$ cat config.mk
export PLATFORM = sky130hd
export DESIGN_NAME = bpm_test_packet_gen
export DESIGN_NICKNAME = d
export VERILOG_FILES = /design/src/rtl/bpm_test_packet_gen.sv
export SDC_FILE = /design/constraint.sdc
export NUM_CORES = 1
export LEC_CHECK = 0
export CELL_PAD_IN_SITES_DETAIL_PLACEMENT = 2
export CELL_PAD_IN_SITES_GLOBAL_PLACEMENT = 2
export CORE_ASPECT_RATIO = 0.9
export CORE_MARGIN = 5
export CORE_UTILIZATION = 32
export CTS_CLUSTER_DIAMETER = 120
export DETAILED_ROUTE_END_ITERATION = 16
export GPL_TIMING_DRIVEN = 1
export PLACE_DENSITY_LB_ADDON = 0.1
export SLEW_MARGIN = 20
export SYNTH_ARGS = -nofsm -noshare
export SYNTH_HDL_FRONTEND = slang
export SYNTH_SLANG_ARGS = --single-unit
export TNS_END_PERCENT = 100
$ cat constraint.sdc
create_clock -name auroraUserClk -period 2.57 [get_ports auroraUserClk]
set_clock_uncertainty 0.15 [all_clocks]
set_input_delay 0.257 -clock auroraUserClk [delete_from_list [all_inputs] [get_ports auroraUserClk]]
set_output_delay 0.257 -clock auroraUserClk [all_outputs]
set_load 0.005 [all_outputs]
$ cat src/rtl/bpm_test_packet_gen.sv
// bpm_test_packet_gen: per-FA-strobe burst of BPM test packets on an AXI-Stream TX link.
// Optional build macro BPM_TEST_GEN_CHECKSUM_EN appends an XOR checksum word to each packet.
module bpm_test_packet_gen #(
    parameter int          NUM_DATA_WORDS  = 3,
    parameter int          INDEX_WIDTH     = 5,
    parameter int          INDEX_START_BIT = 10,
    parameter logic [15:0] HEADER_MAGIC    = 16'hA5BE
) (
    input  logic                   auroraUserClk,
    input  logic                   auroraResetN,
    input  logic                   auroraFAstrobe,
    input  logic                   auroraChannelUp,
    input  logic                   csrEnable,
    input  logic [INDEX_WIDTH-1:0] csrFirstIndex,
    input  logic [INDEX_WIDTH:0]   csrPacketCount,
    input  logic [1:0]             csrMode,
    output logic [31:0]            TDATA,
    output logic                   TVALID,
    output logic                   TLAST,
    input  logic                   TREADY,
    output logic [31:0]            faCycleCount,
    output logic                   overrunStrobe,
    output logic [15:0]            overrunCount,
    output logic                   busy
);
`ifdef BPM_TEST_GEN_CHECKSUM_EN
    localparam int LAST_K = NUM_DATA_WORDS;
`else
    localparam int LAST_K = NUM_DATA_WORDS - 1;
`endif
    localparam logic [3:0] LAST_K4 = 4'(LAST_K);
    localparam logic [3:0] NDW4    = 4'(NUM_DATA_WORDS);
    typedef enum logic [1:0] {IDLE, HEADER, DATA} state_t;
    state_t                 r_state;
    logic [INDEX_WIDTH-1:0] r_index;
    logic [INDEX_WIDTH:0]   r_remaining;
    logic [1:0]             r_mode;
    logic [3:0]             r_k;
    logic [31:0]            r_lfsr;
    logic [31:0]            r_csum;
    logic [31:0]            r_tdata;
    logic [31:0]            r_fa_count;
    logic                   r_tvalid;
    logic                   r_tlast;
    logic                   r_ovr_strobe;
    logic [15:0]            r_ovr_count;
    logic                   w_start;
    logic                   w_accept;
    logic                   w_last;
    logic                   w_is_data;
    logic                   w_more;
    logic [3:0]             w_next_k;
    logic [3:0]             w_k_load;
    logic [INDEX_WIDTH-1:0] w_next_index;
    logic [31:0]            w_lfsr_nxt;
    logic [31:0]            w_lfsr_use;
    logic [31:0]            w_data_word;
    logic [31:0]            w_word_load;

    function automatic logic [31:0] f_hdr(input logic [INDEX_WIDTH-1:0] idx);
        f_hdr = {HEADER_MAGIC, 16'(idx) << INDEX_START_BIT};
    endfunction

    function automatic logic [31:0] f_data(input logic [1:0] mode, input logic [INDEX_WIDTH-1:0] idx,
                                           input logic [3:0] k, input logic [31:0] fa, input logic [31:0] lfsr);
        f_data = (mode == 2'd0) ? fa :
                 (mode == 2'd1) ? {8'(idx), 8'(k), fa[15:0]} :
                 (mode == 2'd2) ? lfsr : 32'h0;
    endfunction

    assign w_start      = auroraFAstrobe && csrEnable && auroraChannelUp && (csrPacketCount != '0);
    assign w_accept     = r_tvalid && TREADY;
    assign w_last       = (r_k == LAST_K4);
    assign w_is_data    = (r_k < NDW4);
    assign w_more       = (r_remaining > {{INDEX_WIDTH{1'b0}}, 1'b1}) && auroraChannelUp;
    assign w_next_k     = r_k + 4'd1;
    assign w_k_load     = (r_state == HEADER) ? 4'd0 : w_next_k;
    assign w_next_index = r_index + 1'b1;
    // Galois step: shift right, fold the polynomial in when a one falls out of bit 0
    assign w_lfsr_nxt   = {1'b0, r_lfsr[31:1]} ^ (r_lfsr[0] ? 32'h80200003 : 32'h0);
    // The LFSR only moves past a data word that was actually consumed in LFSR mode
    assign w_lfsr_use   = (r_state == DATA && r_mode == 2'd2 && w_is_data) ? w_lfsr_nxt : r_lfsr;
    assign w_data_word  = f_data(r_mode, r_index, w_k_load, r_fa_count, w_lfsr_use);
`ifdef BPM_TEST_GEN_CHECKSUM_EN
    assign w_word_load  = (r_state == DATA && w_next_k == NDW4) ? r_csum : w_data_word;
`else
    assign w_word_load  = w_data_word;
`endif

    // Burst sequencer: all stream outputs are loaded one cycle ahead so they come straight from flops
    always_ff @(posedge auroraUserClk) begin
        if (!auroraResetN) begin
            r_state      <= IDLE;
            r_index      <= '0;
            r_remaining  <= '0;
            r_mode       <= '0;
            r_k          <= '0;
            r_lfsr       <= 32'h1;
            r_csum       <= '0;
            r_tdata      <= '0;
            r_fa_count   <= '0;
            r_tvalid     <= 1'b0;
            r_tlast      <= 1'b0;
            r_ovr_strobe <= 1'b0;
            r_ovr_count  <= '0;
        end else begin
            r_ovr_strobe <= auroraFAstrobe && (r_state != IDLE);
            if (auroraFAstrobe && r_state != IDLE && r_ovr_count != 16'hFFFF)
                r_ovr_count <= r_ovr_count + 16'd1;
            if (w_accept)
                r_lfsr <= w_lfsr_use;
            case (r_state)
                IDLE: if (w_start) begin
                    r_index     <= csrFirstIndex;
                    r_remaining <= csrPacketCount;
                    r_mode      <= csrMode;
                    r_fa_count  <= r_fa_count + 32'd1;
                    r_tdata     <= f_hdr(csrFirstIndex);
                    r_csum      <= f_hdr(csrFirstIndex);
                    r_tvalid    <= 1'b1;
                    r_tlast     <= 1'b0;
                    r_state     <= HEADER;
                end
                HEADER: if (w_accept) begin
                    r_k     <= 4'd0;
                    r_tdata <= w_word_load;
                    r_csum  <= r_csum ^ w_word_load;
                    r_tlast <= (LAST_K4 == 4'd0);
                    r_state <= DATA;
                end
                DATA: if (w_accept) begin
                    if (!w_last) begin
                        r_k     <= w_next_k;
                        r_tdata <= w_word_load;
                        r_csum  <= r_csum ^ w_word_load;
                        r_tlast <= (w_next_k == LAST_K4);
                    end else if (w_more) begin
                        r_index     <= w_next_index;
                        r_remaining <= r_remaining - 1'b1;
                        r_tdata     <= f_hdr(w_next_index);
                        r_csum      <= f_hdr(w_next_index);
                        r_tlast     <= 1'b0;
                        r_state     <= HEADER;
                    end else begin
                        r_tvalid <= 1'b0;
                        r_tlast  <= 1'b0;
                        r_state  <= IDLE;
                    end
                end
                default: r_state <= IDLE;
            endcase
        end
    end

    assign TDATA         = r_tdata;
    assign TVALID        = r_tvalid;
    assign TLAST         = r_tlast;
    assign faCycleCount  = r_fa_count;
    assign overrunStrobe = r_ovr_strobe;
    assign overrunCount  = r_ovr_count;
    assign busy          = (r_state != IDLE);
endmodule

==> results.toml <==
[logic_synthesis]
netlist_instances = 903
synth_edf_count = 0
synth_seq_cells = 134
synth_cell_types = 69
synthArstFlopShare_pct = 0
synth_compound_area_share_pct = 18.46
syn_area_sq_um = 7017
synth-xor-area-share_pct = 4.743
postSynthAreaPerCell_sq_um = 7.770
synth-simple-area-share_pct = 27.43
synthMuxAreaShare_pct = 3.442
ys.warnings.count = 0
yosysSeqAreaShare_pct = 38.23
synthFlopType = "dfxtp_1"
synthAdderAreaFrac_pct = 2.140
synth_top_family_by_area = "simple AND/OR/NAND/NOR gates"
synth_nets = 934

[floorplan]
io_pins = 103
die_h_um = 150.5
die_w_um = 166.1
dieArea_sq_um = 24990
start_util_pct = 32.44
coreArea_sq_um = 21630
num_rows = 51

[timing]
fmax_ghz = 0.4134
setup_violations = 0
setup-tns-final_ps = 0
timing.hold.ws_ps = 306.9
drv_slew = 0
slew-limit-headroom_pct = 59.43
min_period_over_period_pct = 94.12
hold_violations = 0
fin_crit_ps = 2419
worstMarginPinSlew_ps = 607.1
worst_slack_ps = 151.1

[finish]
stdcell_count = 1332
fillCellCount = 2454
n_antenna_cell = 0
final_core_util_pct = 42.93
drive_above_1_share_pct = 11.43
num-nets-final = 1059
final_area_sq_um = 9286
syn2layout_area_growth_pct = 32.35

[cts]
cts_tree = "built"
path_clk_slew_ps = 60
clk_path_buf_depth = 2
clk_latency_ps = 420
cts_num_sinks = 134
cts_root_buf = "clkbuf_16"
cts_buffers = 17
htree_levels = 4

[critical_path]
rr_worst_depth = 8
path_class = "reg -> reg"
startpoint = "r_state[0]$_SDFFE_PN0P_"
path_max_fanout = 7
rr_startpoint = "r_state[0]$_SDFFE_PN0P_"
worst_ep_required_time_ps = 2730
crit_arrival_ps = 2580
cp-end-kind = "flip-flop"
startpoint_type = "flip-flop"

[flow_run]
maxCapViolations = 0

[routing]
vias = 7257
drc = 0
dr_wl_met3_um = 870
initialDrtViolationCount = 436
antenna_left = 0
firstDrtPassIters = 5
wl_met1_um = 14180
routed_via_density = 5.448
wl_met2_um = 13240
wl_per_cell_um = 21.41
routed_wl_um = 28520
highest_layer = "met4"

[place]
dp_hpwl_um = 20340
pre_cts_ws_ps = -63.34
io_buffers = 102
place_area_sq_um = 8608
placed_cells = 1297
gp_congestion = 0.8087

[grt]
grt-ovfl-total = 0
first_global_vias = 7645
grt_pass1_wl_um = 44370
antenna_found_initial = 0
track_usage_pct = 22.41
grt_max_degree = 73

[power_and_ir_drop]
peakVddDrop_uv = 316.1
p_per_area_nw_per_um2 = 700.8
power_mw = 6.508
p_leak_nw = 3.062

[worst_hold_path]
worstHoldStart = "TDATA[4]$_SDFFE_PN0P_"
hold_depth = 2
min_path_type = "reg -> reg"

[run_status]
status = "finished, final reports clean"
-- layout make-up --
class                   count  area [sq um]  share of cell area (%)
multi-input cells         680          3973                   42.78
repair buffers            166          1548                   16.67
flip-flops and latches    134          2683                   28.89
clock buffers              20         456.7                   4.918
inverters                  29         110.1                   1.186
well taps                 291         364.1                   3.921
clock inverters            12         152.6                   1.644
-- critical path, stage by stage (launching register included) --
cell and delay [ps]:
dfxtp_1 390, inv_1 90, ha_1 260, or2_2 310
a21oi_2 230, o211a_4 230, buf_4 170, nand2_1 110
o41ai_2 370
-- state kept, by name (all words and copies together) (netlist names) --
register and cells:
overrunStrobe 1, overrunCount 16, r_lfsr 32, faCycleCount 32, TLAST 1, r_index 5, TVALID 1, TDATA 32
r_remaining 6, r_state 2, r_mode 2, r_k 4
-- where the power goes --
part           switching, mW  leakage, nW  internal, mW  total, mW
registers              0.104         1.08          2.21       2.32
clock network          0.995        0.288          1.58       2.57
logic                  0.942         1.69         0.681       1.62
-- synth_stat cells, types with 11 or more instances --
| master | n | area (sq um) |
|---|---|---|
| nand2_1 | 149 | 559.3 |
| dfxtp_1 | 134 | 2683 |
| a21oi_1 | 85 | 425.4 |
| nor2_1 | 68 | 255.2 |
| nand3_1 | 48 | 240.2 |
| o21ai_0 | 48 | 240.2 |
| clkbuf_1 | 36 | 135.1 |
| xnor2_1 | 33 | 289.0 |
| inv_1 | 28 | 105.1 |
| nor3_1 | 26 | 130.1 |
| mux2i_1 | 23 | 230.2 |
| nor4_1 | 18 | 112.6 |
| buf_2 | 15 | 75.07 |
| nand4_1 | 14 | 87.58 |
| ha_1 | 12 | 150.1 |
| or3_1 | 12 | 75.07 |
| and3_1 | 11 | 68.82 |
-- final timing paths --
check | to | slack, ps
min | TDATA[4]$_SDFFE_PN0P_ | 310
max | TDATA[22]$_SDFFE_PN0P_ | 150
max reg2reg | TDATA[22]$_SDFFE_PN0P_ | 150
min reg2reg | TDATA[4]$_SDFFE_PN0P_ | 310
-- layout by cell type, fill, tap and decap left out, types with 10 or more instances in the layout --
master and count:
nand2_1 148, dfxtp_1 134, clkdlybuf4s50_1 102, a21oi_1 84, nor2_1 68, buf_4 60, nand3_1 48, o21ai_0 47
xnor2_1 33, inv_1 28, nor3_1 26, mux2i_1 23, nor4_1 18, clkbuf_16 18, nand4_1 14, or3_1 12
ha_1 12, and3_1 11, a31oi_1 10, o22ai_1 10
-- layer usage --
metal	global-route usage [%]	vias up
met5	0	-
met2	36.22	118
met3	4.096	17
met1	31.38	3688
li1	-	3434
met4	4.990	0
-- cell families after synthesis --
logic type | after synthesis
AO/OA/AOI/OAI | 211
adder cells (fa/ha/maj) | 12
multiplexers | 24
XOR/XNOR | 38
AND/OR/NAND/NOR | 395
buffers and inverters | 89
flip-flops | 134
-- repair_timing --
item                                    4_1_cts  5_1_grt
gates cloned                                  0        1
gates resized for setup                       1        6
endpoints found under the setup margin        1       10
hold buffers                                  0        0
setup buffers                                 0        2
pin swaps                                     0        1
Power figures use the tool's default switching activity.
